$ cat config.mk
export PLATFORM = sky130hd
export DESIGN_NAME = ut_tx_arbiter
export DESIGN_NICKNAME = d
export VERILOG_FILES = /design/src/rtl/ut_arb_pkg.sv /design/src/rtl/ut_rr_picker.sv /design/src/rtl/ut_tx_arbiter.sv
export SDC_FILE = /design/constraint.sdc
export NUM_CORES = 1
export LEC_CHECK = 0
export ABC_AREA = 1
export BUFFER_PORTS_ARGS = -buffer_cell sky130_fd_sc_hd__buf_2
export CAP_MARGIN = 20
export CELL_PAD_IN_SITES_DETAIL_PLACEMENT = 0
export CELL_PAD_IN_SITES_GLOBAL_PLACEMENT = 1
export CORE_MARGIN = 1.5
export CORE_UTILIZATION = 29
export CTS_CLUSTER_SIZE = 10
export DETAILED_ROUTE_END_ITERATION = 10
export PLACE_DENSITY = 0.76
export SYNTH_ARGS = -nofsm -noshare
export SYNTH_HDL_FRONTEND = slang
export SYNTH_SLANG_ARGS = --single-unit
$ cat constraint.sdc
create_clock -name clk_i -period 2 [get_ports clk_i]
set_clock_uncertainty 0.15 [all_clocks]
set_input_delay 0.1 -clock clk_i [delete_from_list [all_inputs] [get_ports clk_i]]
set_output_delay 0.1 -clock clk_i [all_outputs]
set_load 0.005 [all_outputs]
$ cat src/rtl/ut_arb_pkg.sv
// Shared types and defaults for the UART TX arbiter: FSM state encoding and width helpers.
package ut_arb_pkg;

  localparam int N_REQ_DEF   = 4;
  localparam int DATA_W_DEF  = 8;
  localparam int TIMEOUT_DEF = 4096;

  typedef enum logic [1:0] {
    IDLE = 2'd0,
    TRIG = 2'd1,
    WAIT = 2'd2
  } arb_state_e;

  // Index width for n requesters; never below one bit.
  function automatic int grant_w(input int n);
    return (n <= 2) ? 1 : $clog2(n);
  endfunction

endpackage

$ cat src/rtl/ut_rr_picker.sv
// Combinational rotating-priority search: first set request after ptr_i, wrapping modulo N_REQ.
module ut_rr_picker
  import ut_arb_pkg::*;
#(
  parameter  int N_REQ = N_REQ_DEF,
  localparam int GW    = grant_w(N_REQ)
) (
  input  logic [N_REQ-1:0] req_i,
  input  logic [GW-1:0]    ptr_i,
  output logic [N_REQ-1:0] onehot_o,
  output logic [GW-1:0]    idx_o,
  output logic             any_o
);

  always_comb begin
    onehot_o = '0;
    idx_o    = '0;
    any_o    = |req_i;
    // Walk from the farthest candidate to the nearest so the nearest hit wins.
    for (int k = N_REQ; k >= 1; k--) begin
      if (req_i[(int'(ptr_i) + k) % N_REQ])
        idx_o = GW'((int'(ptr_i) + k) % N_REQ);
    end
    onehot_o[idx_o] = any_o;
  end

endmodule

$ cat src/rtl/ut_tx_arbiter.sv
// Round-robin arbiter sharing one UART TX core among N_REQ byte producers, one byte per grant.
// Optional WAIT watchdog enabled by defining UT_ARB_TIMEOUT_EN.
module ut_tx_arbiter
  import ut_arb_pkg::*;
#(
  parameter  int N_REQ       = N_REQ_DEF,
  parameter  int DATA_W      = DATA_W_DEF,
  parameter  int TIMEOUT_CYC = TIMEOUT_DEF,
  localparam int GW          = grant_w(N_REQ)
) (
  input  logic                    clk_i,
  input  logic                    rst_i,
  input  logic [N_REQ-1:0]        req_valid_i,
  input  logic [N_REQ*DATA_W-1:0] req_data_i,
  output logic [N_REQ-1:0]        req_ready_o,
  output logic [DATA_W-1:0]       tx_din_o,
  output logic                    tx_trigger_o,
  input  logic                    tx_busy_i,
  input  logic                    tx_done_i,
  output logic [GW-1:0]           grant_id_o,
  output logic                    timeout_err_o
);

  arb_state_e        state_q;
  logic [DATA_W-1:0] din_q;
  logic [GW-1:0]     gid_q;
  logic [GW-1:0]     rr_q;
  logic              trig_q;
  logic              err_q;

  logic [N_REQ-1:0]  pick_oh;
  logic [GW-1:0]     pick_idx;
  logic              pick_any;
  logic              accept;
  logic              expire;

  ut_rr_picker #(.N_REQ(N_REQ)) u_picker (
    .req_i    (req_valid_i),
    .ptr_i    (rr_q),
    .onehot_o (pick_oh),
    .idx_o    (pick_idx),
    .any_o    (pick_any)
  );

  assign accept      = (state_q == IDLE) && pick_any && !tx_busy_i;
  assign req_ready_o = accept ? pick_oh : '0;

`ifdef UT_ARB_TIMEOUT_EN
  localparam int CW = (TIMEOUT_CYC <= 2) ? 1 : $clog2(TIMEOUT_CYC);
  logic [CW-1:0] cnt_q;

  always_ff @(posedge clk_i) begin
    if (rst_i)                 cnt_q <= '0;
    else if (state_q == TRIG)  cnt_q <= '0;
    else if (state_q == WAIT)  cnt_q <= cnt_q + 1'b1;
  end

  assign expire = (state_q == WAIT) && (cnt_q == CW'(TIMEOUT_CYC - 1));
`else
  // Untimed build: WAIT only ends on tx_done; the term keeps the parameter referenced.
  assign expire = 1'b0 & (TIMEOUT_CYC == 0);
`endif

  always_ff @(posedge clk_i) begin
    if (rst_i) begin
      state_q <= IDLE;
      din_q   <= '0;
      gid_q   <= '0;
      rr_q    <= GW'(N_REQ - 1);
      trig_q  <= 1'b0;
      err_q   <= 1'b0;
    end else begin
      trig_q <= 1'b0;
      err_q  <= 1'b0;
      case (state_q)
        IDLE: if (accept) begin
          din_q   <= req_data_i[int'(pick_idx)*DATA_W +: DATA_W];
          gid_q   <= pick_idx;
          rr_q    <= pick_idx;
          trig_q  <= 1'b1;
          state_q <= TRIG;
        end
        TRIG: state_q <= WAIT;
        // Completion takes precedence over a coincident watchdog expiry.
        WAIT: if (tx_done_i) begin
          state_q <= IDLE;
        end else if (expire) begin
          state_q <= IDLE;
          err_q   <= 1'b1;
        end
        default: state_q <= IDLE;
      endcase
    end
  end

  assign tx_din_o      = din_q;
  assign tx_trigger_o  = trig_q;
  assign grant_id_o    = gid_q;
  assign timeout_err_o = err_q;

endmodule
==> flow_metrics.py, run 1 <==
metrics = {
    "run_status": {
        "status": "completed",
    },
    "sta": {
        "setup_viol": 0,
        "finalCriticalPeriod_ns": 1.927,
        "final-max-slew-violation-count": 0,
        "timing_hold_violations_final": 0,
        "fmaxAchievable_ghz": 0.5190,
        "setup_repair_after_global_routing_missed_its_margin": "yes",
        "post-route-period-util_pct": 96.34,
    },
    "clocking": {
        "worst_setup_hold_path_clk_slew_ns": 0.06,
        "clock_tree.htree_level_count": 1,
        "tritoncts": "done",
        "clock_latency_ns": 0.24,
        "clockRootBuffer": "sky130_fd_sc_hd__clkbuf_8",
        "cts_sinks": 15,
        "cts_inserted_buffers": 3,
        "max-clock-path-buffers": 2,
    },
    "worst_setup_path": {
        "rr_startpoint": "rr_q[0]$_SDFFE_PP1P_",
        "setup.reg_to_reg.worst_slack_ns": 0.11,
        "critical_path.endpoint_type": "output pin",
        "biggest_fanout_along_the_worst_timing_path": 10,
        "crit_path_cell_trace": "clkinv_8 > nand2_2 > nand2_2 > nand2_2 > nand2_1 > inv_1 > nand3_1 > nand2_4 > inv_2 > nor2_1 > buf_2",
        "r2r-end": "tx_din_o[0]$_SDFFE_PP0P_",
        "timing_worst_setup_path_type": "register to output pin",
        "cp_data_required_time_ns": 1.75,
        "worst_ep_arrival_time_ns": 1.68,
        "critical-path-top-cell-by-count": "sky130_fd_sc_hd__nand2_2",
        "delay_of_the_slowest_cell_on_the_worst_path_ns": 0.43,
        "startpoint_type_of_the_worst_setup_path": "register",
        "worst_r2r_path_depth": 14,
        "cp_slowest_cell": "sky130_fd_sc_hd__dfxtp_4",
    },
    "layout": {
        "leading_cell_types_in_the_layout_fill_and_taps_excluded": "sky130_fd_sc_hd__buf_2, sky130_fd_sc_hd__nor2_1, sky130_fd_sc_hd__nand2_1",
        "mostFrequentLayoutCell": "sky130_fd_sc_hd__buf_2",
        "final_layout_size_suffix_gt1_share_pct": 43.95,
        "design.final.nets": 289,
        "final-instance-count-excl-fill": 296,
        "antenna-diode-count": 0,
        "post-route-util_pct": 45.83,
        "area.growth.synth_to_final_pct": 51.12,
    },
    "pwr": {
        "p_per_area_nw_per_um2": 831.9,
        "peakVddDrop_v": 0.0003706,
        "cellLeakagePower_nw": 0.9027,
    },
    "detailed_routing": {
        "avgViaCountPerCell": 4.534,
        "avgRoutedWirePerCell_um": 11.61,
        "initialDrtViolationCount": 38,
        "num_vias": 1342,
        "ant_nets": 0,
        "wirelength_um": 3438,
        "post-route-drc-count": 0,
        "drt_pass1_iterations": 4,
    },
    "grt": {
        "grtUsageMet2_pct": 30.28,
        "grt_pass1_wl_um": 5409,
        "antenna_found_initial": 0,
        "grt_pass1_vias": 1278,
        "globalRouteTotalUtil_pct": 16.26,
        "use_met3_pct": 3.596,
        "grt_start_max_net_pins": 17,
        "grt-busiest-layer": "met2",
        "use_met1_pct": 19.15,
        "grt_overflow_total": 0,
    },
    "floorplan": {
        "core_area_um2": 3689,
        "start_util_pct": 30.33,
        "die-height_um": 65.11,
        "cell_row_count": 22,
        "io-pin-count": 56,
        "chipWidth_um": 65.11,
        "die-area_um2": 4239,
    },
    "synthesis": {
        "yosysWarningCount": 0,
        "syn_avg_cell_area_um2": 6.112,
        "ys_top_cells_by_area": "sky130_fd_sc_hd__dfxtp_1, sky130_fd_sc_hd__nor2_1, sky130_fd_sc_hd__nand2_1, sky130_fd_sc_hd__nand3_1, sky130_fd_sc_hd__inv_1",
        "synth.net_count": 223,
        "synthesis.area_um2": 1119,
        "post_synthesis_cell_type_count": 24,
        "gate_count_of_the_mapped_netlist": 183,
        "synth_largest_type_area_fraction_pct": 26.85,
        "synth_seq_area_share_pct": 26.85,
        "synth-seq-cells": 15,
        "synthDominantAreaCellType": "sky130_fd_sc_hd__dfxtp_1",
    },
    "min_path": {
        "min_path_type": "primary input to register",
        "min_path_cells": 5,
        "holdPathEnd": "tx_din_o[0]$_SDFFE_PP0P_",
        "min_from": "req_data_i[0]",
    },
    "run": {
        "max_cap_viol_count": 0,
    },
    "placed_design": {
        "port_buffers": 54,
        "globalplace.congestion": 0.7379,
        "dp_cells": 282,
        "detailed_place_hpwl_um": 2420,
    },
}
-- synthesized netlist by cell type --
master,count
sky130_fd_sc_hd__a21oi_1,2
sky130_fd_sc_hd__buf_2,2
sky130_fd_sc_hd__buf_4,1
sky130_fd_sc_hd__buf_6,3
sky130_fd_sc_hd__clkbuf_1,3
sky130_fd_sc_hd__conb_1,1
sky130_fd_sc_hd__dfxtp_1,15
sky130_fd_sc_hd__inv_1,18
sky130_fd_sc_hd__inv_2,2
sky130_fd_sc_hd__inv_4,1
sky130_fd_sc_hd__inv_8,1
sky130_fd_sc_hd__nand2_1,37
sky130_fd_sc_hd__nand2_2,8
sky130_fd_sc_hd__nand2_4,3
sky130_fd_sc_hd__nand2_8,1
sky130_fd_sc_hd__nand3_1,21
sky130_fd_sc_hd__nand3_4,1
sky130_fd_sc_hd__nand4_1,8
sky130_fd_sc_hd__nor2_1,40
sky130_fd_sc_hd__nor3_1,1
sky130_fd_sc_hd__nor4_1,1
sky130_fd_sc_hd__o211ai_1,3
sky130_fd_sc_hd__o21ai_0,9
sky130_fd_sc_hd__o21ai_1,1
-- per-stage QoR --
step / TNS [ns] / power (mW) / cell area, µm² / worst slack (ns) / hold slack, ns
detailed placement: 0 / 0.9992 / 1449 / 0.04835 / 0.1615
floorplan: 0 / 0.8316 / 1119 / 0.2959 / 0.01907
global route: -0.08409 / 1.520 / 1690 / -0.03317 / 0.09730
finish: 0 / 1.406 / 1690 / 0.07327 / 0.06012
CTS: 0 / 1.332 / 1584 / 0.003075 / 0.05764
global placement: 0 / 0.9975 / 1449 / 0.05647 / 0.1582
-- area by class of cell --
class	instances	area (µm²)
Multi-Input combinational cell	138	775.7
Timing Repair Buffer	69	406.6
Sequential cell	15	305.3
Clock buffer	4	45.04
Fill cell	416	1998
Inverter	22	97.59
Tap cell	48	60.06
-- worst max path at each step --
stage | start | cells past startpoint | end | slack (ns)
floorplan | rr_q[0]$_SDFFE_PP1P_ | 15 | tx_din_o[0]$_SDFFE_PP0P_ | 0.30
global placement | rr_q[0]$_SDFFE_PP1P_ | 15 | tx_din_o[5]$_SDFFE_PP0P_ | 0.06
detailed placement | rr_q[0]$_SDFFE_PP1P_ | 13 | req_ready_o[1] | 0.05
CTS | rr_q[0]$_SDFFE_PP1P_ | 13 | req_ready_o[1] | 0.003
global route | rr_q[0]$_SDFFE_PP1P_ | 11 | req_ready_o[3] | -0.03
finish | rr_q[0]$_SDFFE_PP1P_ | 11 | req_ready_o[2] | 0.07
-- report_power, final --
| part | switching (mW) | internal [mW] |
|---|---|---|
| sequential | 0.0305 | 0.339 |
| clock | 0.110 | 0.141 |
| combinational | 0.457 | 0.329 |
| total | 0.597 | 0.809 |
-- state kept, by name, summed over array words and instances (netlist names) --
signal        flops
tx_trigger_o      1
rr_q              2
state_q           2
tx_din_o          8
grant_id_o        2
-- layer usage --
metal | routed length [µm] | vias to the layer above
met4 | 8 | 0
li1 | - | 712
met5 | 0 | -
met1 | 1471 | 590
met2 | 1757 | 38
met3 | 200 | 2
-- cell families after synthesis --
| family | synth area share [%] |
|---|---|
| and+or+nand+nor | 51.57 |
| buffers and inverters | 13.87 |
| other | 0.3352 |
| DFF | 26.85 |
| AOI/OAI and AO/OA | 7.382 |
-- critical path, delay by kind of cell (launching register included) --
family / cells / cell delay, ns
buf+inv: 4 / 0.36
flops: 1 / 0.43
simple gates: 7 / 0.63
-- repair_timing --
item / 4_1_cts / 5_1_grt
endpoints found under the setup margin: 4 / 12
gates cloned: 1 / 0
pin swaps: 4 / 14
gates resized for setup: 7 / 27
hold endpoints to repair: 4 / 0
buffers inserted: 4 / 4
hold buffers: 2 / 0
Note: power is estimated with default switching activity, not from simulation.
==> run 2, diff against run 1 <==
--- a/config.mk
+++ b/config.mk
@@ -11,10 +11,11 @@
 export CELL_PAD_IN_SITES_DETAIL_PLACEMENT = 0
 export CELL_PAD_IN_SITES_GLOBAL_PLACEMENT = 1
 export CORE_MARGIN = 1.5
-export CORE_UTILIZATION = 29
+export CORE_UTILIZATION = 31
 export CTS_CLUSTER_SIZE = 10
 export DETAILED_ROUTE_END_ITERATION = 10
-export PLACE_DENSITY = 0.76
+export PLACE_DENSITY = 0.78
 export SYNTH_ARGS = -nofsm -noshare
 export SYNTH_HDL_FRONTEND = slang
+export SYNTH_HIERARCHICAL = 1
 export SYNTH_SLANG_ARGS = --single-unit
==> run 2 against run 1 <==
  * Critical endpoint is now tx_din_o[4]$_SDFFE_PP0P_
  * Sequential cell count did not move
  * Global-route usage down 1.1 points
  * Register-to-register slack worse by 0.09 ns
  * Largest cell class unchanged
  * Non-clock buffer count fell by 2
  * Worst hold slack improved by 0.0038 ns
  * Largest power group unchanged
  * Fmax down 2.8%
  * Synthesized cell count is 10% higher
  * Core utilization is 5.0 points higher
==> flow_metrics.py, run 2 <==
metrics = {
    "run_status": {
        "status": "completed",
    },
    "grt": {
        "use_met1_pct": 16.87,
        "grt_pass1_wl_um": 5250,
        "grt_pass1_vias": 1297,
        "grt_overflow_total": 0,
        "antenna_found_initial": 0,
        "grt-busiest-layer": "met2",
        "use_met3_pct": 4.392,
        "grt_start_max_net_pins": 20,
        "grtUsageMet2_pct": 28.88,
        "globalRouteTotalUtil_pct": 15.21,
    },
    "clocking": {
        "max-clock-path-buffers": 2,
        "cts_inserted_buffers": 3,
        "tritoncts": "done",
        "clock_latency_ns": 0.24,
        "clock_tree.htree_level_count": 1,
        "cts_sinks": 15,
        "clockRootBuffer": "sky130_fd_sc_hd__clkbuf_8",
        "worst_setup_hold_path_clk_slew_ns": 0.06,
    },
    "pwr": {
        "p_total_mw": 1.665,
        "p_per_area_nw_per_um2": 869.3,
        "peakVddDrop_v": 0.0003083,
        "cellLeakagePower_nw": 1.040,
    },
    "synthesis": {
        "ys_top_cells_by_area": "sky130_fd_sc_hd__dfxtp_1, sky130_fd_sc_hd__nand2_1, sky130_fd_sc_hd__nand2_2, sky130_fd_sc_hd__nand3_1, sky130_fd_sc_hd__inv_1",
        "synth_largest_type_area_fraction_pct": 23.98,
        "synth-seq-cells": 15,
        "synth_seq_area_share_pct": 23.98,
        "synth.net_count": 242,
        "synthDominantAreaCellType": "sky130_fd_sc_hd__dfxtp_1",
        "synthesis.area_um2": 1252,
        "synth_flop_cell": "sky130_fd_sc_hd__dfxtp_1",
        "netlist_top_cells_count": "sky130_fd_sc_hd__nand2_1, sky130_fd_sc_hd__inv_1, sky130_fd_sc_hd__nand2_2",
        "gate_count_of_the_mapped_netlist": 202,
        "syn_avg_cell_area_um2": 6.200,
        "synth-async-reset-ratio_pct": 0,
        "yosysWarningCount": 6,
        "synth_edf_count": 0,
        "cell_with_the_most_instances_after_synthesis": "sky130_fd_sc_hd__nand2_1",
        "post_synthesis_cell_type_count": 24,
    },
    "worst_setup_path": {
        "delay_of_the_slowest_cell_on_the_worst_path_ns": 0.34,
        "biggest_fanout_along_the_worst_timing_path": 8,
        "timing_worst_setup_path_type": "register to register",
        "cp_data_required_time_ns": 2.03,
        "worst_ep_arrival_time_ns": 2.01,
        "startpoint_type_of_the_worst_setup_path": "register",
        "crit_path_cell_trace": "buf_6 > clkinv_8 > nand2_4 > nand2_4 > nor2_4 > nor2_4 > o21ai_2 > nand2_2 > nand2_8 > buf_12 > clkbuf_16 > nand2_1 > nand3_1 > nand2_1 > a21oi_1",
        "cp_slowest_cell": "sky130_fd_sc_hd__dfxtp_2",
        "rr_startpoint": "rr_q[0]$_SDFFE_PP1P_",
        "timing.critical_path.from": "rr_q[0]$_SDFFE_PP1P_",
        "critical_path.endpoint_type": "register",
    },
    "sta": {
        "fmaxAchievable_ghz": 0.5043,
        "timing_hold_violations_final": 0,
        "setup_viol": 0,
        "setup_repair_after_global_routing_missed_its_margin": "yes",
        "post-route-period-util_pct": 99.15,
        "timing.hold.ws_ns": 0.06393,
        "setup_slack_ns": 0.01694,
        "final-max-slew-violation-count": 0,
        "finalCriticalPeriod_ns": 1.983,
    },
    "layout": {
        "area.growth.synth_to_final_pct": 52.95,
        "antenna-diode-count": 0,
        "final_layout_size_suffix_gt1_share_pct": 55.64,
        "design.final.nets": 307,
        "leading_cell_types_in_the_layout_fill_and_taps_excluded": "sky130_fd_sc_hd__nand2_1, sky130_fd_sc_hd__buf_2, sky130_fd_sc_hd__nand2_2",
        "largest_register_ff_count": 8,
    },
    "detailed_routing": {
        "avgViaCountPerCell": 4.535,
        "wirelength_um": 3386,
        "post-route-drc-count": 0,
        "ant_nets": 0,
        "initialDrtViolationCount": 31,
        "num_vias": 1424,
        "avgRoutedWirePerCell_um": 10.78,
        "drt_pass1_iterations": 5,
    },
    "min_path": {
        "min_from": "req_data_i[3]",
        "min_path_type": "primary input to register",
    },
    "floorplan": {
        "core_area_um2": 3771,
        "die-height_um": 66.56,
        "start_util_pct": 33.21,
        "cell_row_count": 22,
        "die-area_um2": 4430,
        "io-pin-count": 56,
        "chipWidth_um": 66.56,
    },
    "placed_design": {
        "detailed_place_hpwl_um": 2511,
        "dpl_worst_slack_ns": 0.02410,
        "globalplace.congestion": 0.7947,
        "port_buffers": 54,
    },
    "run": {
        "max_cap_viol_count": 0,
    },
}
==> run 2: changes by cell type in the layout (fill, tap and decap cells not counted), moves of 8 or more <==
cell and change:
sky130_fd_sc_hd__o21ai_0 -8, sky130_fd_sc_hd__nand2_2 +11, sky130_fd_sc_hd__nand3_1 -8, sky130_fd_sc_hd__nand2_1 +28, sky130_fd_sc_hd__nand3_2 +12, sky130_fd_sc_hd__nor2_1 -31
==> run 2: critical path: cells and delay by family, from the launching register on <==
family	cells	cell delay (ns)
AND/OR/NAND/NOR	9	0.79
buffers and inverters	4	0.46
flip-flops	1	0.34
AO/OA/AOI/OAI	2	0.18
==> run 2: routing by layer <==
layer / wire [µm] / vias up
li1: - / 746
met1: 1411 / 627
met2: 1712 / 47
met4: 25 / 0
met5: 0 / -
met3: 238 / 4
==> run 2: logic make-up after synthesis <==
kind of cell	Yosys count	synth area share (%)
and+or+nand+nor	135	52.95
buffers and inverters	36	16.28
AOI/OAI and AO/OA	15	6.494
DFF	15	23.98
other	1	0.2994
==> run 2: layout make-up <==
class / count / area (µm²)
tap: 48 / 60.06
clock buffer: 4 / 45.04
inverter: 29 / 138.9
multi-input combinational: 151 / 939.7
timing repair buffer: 67 / 429.2
sequential: 15 / 302.8
fill: 403 / 1856
==> run 2: power by group <==
| part | total (mW) | leakage (nW) | switching [mW] | internal, mW |
|---|---|---|---|---|
| clock | 0.243 | 0.0228 | 0.102 | 0.141 |
| combinational | 1.06 | 0.894 | 0.602 | 0.455 |
| sequential | 0.365 | 0.123 | 0.0254 | 0.339 |
==> run 2: timing repair <==
| action | 4_1_cts | 5_1_grt |
|---|---|---|
| setup buffers | 0 | 4 |
| resized for setup | 10 | 57 |
| cloned | 0 | 1 |
| endpoints found under the setup margin | 3 | 7 |
| pin swaps | 5 | 31 |
| endpoints found under the hold margin | 5 | 0 |
| hold buffers | 2 | 0 |
==> run 2: worst paths after layout <==
path                                              endpoint  slack (ns)  cells after the start
worst min register to register  grant_id_o[1]$_SDFFE_PP0P_        0.31                      2
worst max-delay path              tx_din_o[4]$_SDFFE_PP0P_        0.02                     15
worst max register to register    tx_din_o[4]$_SDFFE_PP0P_        0.02                     15
worst min-delay path              tx_din_o[3]$_SDFFE_PP0P_        0.06                      5
==> run 2: per-stage QoR <==
stage	utilization [%]	TNS [ns]	instances	cell area (µm²)
2_1_floorplan	-	0	202	1252
3_3_place_gp	41.04	0	303	1548
3_5_place_dp	41.04	0	303	1548
4_1_cts	43.96	0	309	1658
5_1_grt	50.80	-0.8253	314	1916
6_report	50.80	0	314	1916
==> run 3, diff against run 2 <==
--- a/config.mk
+++ b/config.mk
@@ -10,11 +10,11 @@
 export CAP_MARGIN = 20
 export CELL_PAD_IN_SITES_DETAIL_PLACEMENT = 0
 export CELL_PAD_IN_SITES_GLOBAL_PLACEMENT = 1
-export CORE_MARGIN = 1.5
-export CORE_UTILIZATION = 31
+export CORE_MARGIN = 2
+export CORE_UTILIZATION = 33
 export CTS_CLUSTER_SIZE = 10
 export DETAILED_ROUTE_END_ITERATION = 10
-export PLACE_DENSITY = 0.78
+export PLACE_DENSITY = 0.82
 export SYNTH_ARGS = -nofsm -noshare
 export SYNTH_HDL_FRONTEND = slang
 export SYNTH_HIERARCHICAL = 1
==> constraint.sdc (replaced) <==
create_clock -name clk_i -period 2.3 [get_ports clk_i]
set_clock_uncertainty 0.15 [all_clocks]
set_input_delay 0.115 -clock clk_i [delete_from_list [all_inputs] [get_ports clk_i]]
set_output_delay 0.115 -clock clk_i [all_outputs]
set_load 0.005 [all_outputs]
==> run 3 against run 2 <==
  * Sequential share of layout area increased by 2.8 points
  * Worst setup slack gained 0.20 ns
  * Cell area decreased by 16%
  * Final cell count down 2.5%
  * Die area fell by 2.8%
  * Critical path depth unchanged
  * Largest cell class unchanged
==> flow_metrics.py, run 3 (synthesis results as in run 2) <==
metrics = {
    "detailed_routing": {
        "num_vias": 1332,
        "post-route-drc-count": 0,
        "avgRoutedWirePerCell_um": 9.405,
        "avgViaCountPerCell": 4.353,
        "ant_nets": 0,
        "drt_pass1_iterations": 4,
        "wirelength_um": 2878,
        "initialDrtViolationCount": 100,
    },
    "clocking": {
        "worst_setup_hold_path_clk_slew_ns": 0.06,
        "clockRootBuffer": "sky130_fd_sc_hd__clkbuf_8",
        "max-clock-path-buffers": 2,
        "cts_sinks": 15,
        "tritoncts": "done",
        "clock_tree.htree_level_count": 1,
        "cts_inserted_buffers": 3,
        "clock_latency_ns": 0.24,
    },
    "layout": {
        "final_layout_size_suffix_gt1_share_pct": 38.76,
        "area.growth.synth_to_final_pct": 29.07,
        "leading_cell_types_in_the_layout_fill_and_taps_excluded": "sky130_fd_sc_hd__nand2_1, sky130_fd_sc_hd__buf_2, sky130_fd_sc_hd__inv_1",
        "largest_register_ff_count": 8,
        "design.final.nets": 299,
        "antenna-diode-count": 0,
        "mostFrequentLayoutCell": "sky130_fd_sc_hd__nand2_1",
        "fillers": 404,
    },
    "pwr": {
        "p_per_area_nw_per_um2": 725.6,
        "sw_pwr_uw": 498.4,
        "clockPowerShare_pct": 17.5,
        "peakVddDrop_v": 0.0004760,
        "power_report.internal_total_uw": 674.5,
        "sequentialPowerShare_pct": 26.6,
        "p_sw_share_pct": 42.49,
        "combinational_power_share_pct": 55.8,
        "cellLeakagePower_nw": 0.9250,
    },
    "sta": {
        "setup_repair_after_global_routing_missed_its_margin": "no",
        "fmaxAchievable_ghz": 0.4796,
        "post-route-period-util_pct": 90.66,
        "final-max-slew-violation-count": 0,
        "setup_viol": 0,
        "timing_hold_violations_final": 0,
        "setup_slack_ns": 0.2149,
        "totalNegativeSetupSlack_ns": 0,
        "finalCriticalPeriod_ns": 2.085,
    },
    "grt": {
        "antenna_found_initial": 0,
        "grt_start_max_net_pins": 20,
        "grt_overflow_total": 0,
        "grt_pass1_wl_um": 4864,
        "globalRouteTotalUtil_pct": 14.23,
        "grt_pass1_vias": 1171,
    },
    "worst_setup_path": {
        "worst_ep_arrival_time_ns": 1.82,
        "startpoint_type_of_the_worst_setup_path": "register",
        "critical_path.endpoint_type": "output pin",
        "cp_slowest_cell": "sky130_fd_sc_hd__dfxtp_1",
        "crit_path_cell_trace": "buf_4 > inv_8 > nand2_1 > nand2_1 > nand2_1 > nand2_2 > inv_1 > nand2_2 > nand3_2 > nand2_8 > nand2_1 > inv_1 > inv_1 > nor2_1 > buf_2",
        "critical-path-top-cell-by-count": "sky130_fd_sc_hd__nand2_1",
        "critical_path.n_buffers_inverters": 6,
        "biggest_fanout_along_the_worst_timing_path": 11,
        "cp_data_required_time_ns": 2.04,
        "timing_worst_setup_path_type": "register to output pin",
        "delay_of_the_slowest_cell_on_the_worst_path_ns": 0.29,
        "path_delay_family": "simple AND/OR/NAND/NOR gates",
    },
    "run": {
        "max_cap_viol_count": 0,
    },
    "placed_design": {
        "port_buffers": 54,
        "detailed_place_hpwl_um": 2399,
        "dpl_worst_slack_ns": 0.2776,
        "globalplace.congestion": 0.8243,
    },
    "min_path": {
        "min_path_type": "primary input to register",
    },
    "floorplan": {
        "chipWidth_um": 65.61,
        "io-pin-count": 56,
        "die-height_um": 65.61,
        "die-area_um2": 4304,
        "cell_row_count": 22,
        "start_util_pct": 34.21,
        "core_area_um2": 3661,
    },
    "run_status": {
        "status": "completed",
    },
}
-- run 3: final timing paths --
check	from	end	slack [ns]	cells after the start
hold reg to reg	grant_id_o[1]$_SDFFE_PP0P_	grant_id_o[1]$_SDFFE_PP0P_	0.31	2
setup / recovery	rr_q[0]$_SDFFE_PP1P_	req_ready_o[1]	0.21	15
hold / removal	req_data_i[23]	tx_din_o[7]$_SDFFE_PP0P_	0.08	5
setup reg to reg	rr_q[0]$_SDFFE_PP1P_	tx_din_o[7]$_SDFFE_PP0P_	0.38	15
-- run 3: stage by stage --
stage / hold slack, ns / cell area [µm²] / cells / util (%) / total power, mW
2_1_floorplan: 0.03407 / 1252 / 202 / - / 0.8353
3_3_place_gp: 0.2098 / 1538 / 300 / 42.00 / 0.9673
3_5_place_dp: 0.2133 / 1538 / 300 / 42.00 / 0.9681
4_1_cts: 0.08073 / 1603 / 306 / 43.78 / 1.180
5_1_grt: 0.08904 / 1617 / 306 / 44.16 / 1.292
6_report: 0.08276 / 1617 / 306 / 44.16 / 1.173
-- run 3: area by class of cell --
type                    instances  area (µm²)  share of cell area [%]
flip-flops and latches         15       300.3                   18.58
repair buffers                 59       325.3                   20.12
well taps                      48       60.06                   3.715
multi-input cells             151       762.0                   47.14
inverters                      29       123.9                   7.663
clock buffers                   4       45.04                   2.786
-- run 3: timing repair --
| action | CTS | global route |
|---|---|---|
| hold endpoints to repair | 5 | 0 |
| setup endpoints to repair | 0 | 2 |
| buffers inserted | 0 | 0 |
| hold buffers | 2 | 0 |
| resized for setup | 0 | 2 |
-- run 3: power groups by stage --
stage	Clock [mW]	Combinational, mW	Sequential (mW)
3_3_place_gp	0	0.649	0.319
5_1_grt	0.233	0.741	0.318
2_1_floorplan	0	0.515	0.320
6_report	0.206	0.655	0.312
4_1_cts	0.212	0.655	0.313
3_5_place_dp	0	0.650	0.318
-- run 3: per-layer routing --
metal / up-vias / GRT usage [%] / share of wire (%)
li1: 735 / - / -
met1: 559 / 17.01 / 42
met2: 38 / 26.66 / 52
met3: 0 / 3.596 / 6.1
met4: 0 / 0.7813 / 0
met5: - / 0 / 0
-- run 3: worst register-to-register path: stages, from the launching register on --
cell                      delay [ns]
sky130_fd_sc_hd__dfxtp_1        0.29
sky130_fd_sc_hd__buf_4          0.17
sky130_fd_sc_hd__inv_8          0.08
sky130_fd_sc_hd__nand2_1        0.06
sky130_fd_sc_hd__nand2_1        0.10
sky130_fd_sc_hd__nand2_1        0.07
sky130_fd_sc_hd__nand2_2        0.07
sky130_fd_sc_hd__inv_1          0.05
sky130_fd_sc_hd__nand2_2        0.05
sky130_fd_sc_hd__nand3_2        0.13
sky130_fd_sc_hd__nand2_8        0.17
sky130_fd_sc_hd__buf_12         0.13
sky130_fd_sc_hd__nand2_1        0.05
sky130_fd_sc_hd__nand3_1        0.10
sky130_fd_sc_hd__nand2_1        0.07
sky130_fd_sc_hd__a21oi_1        0.11
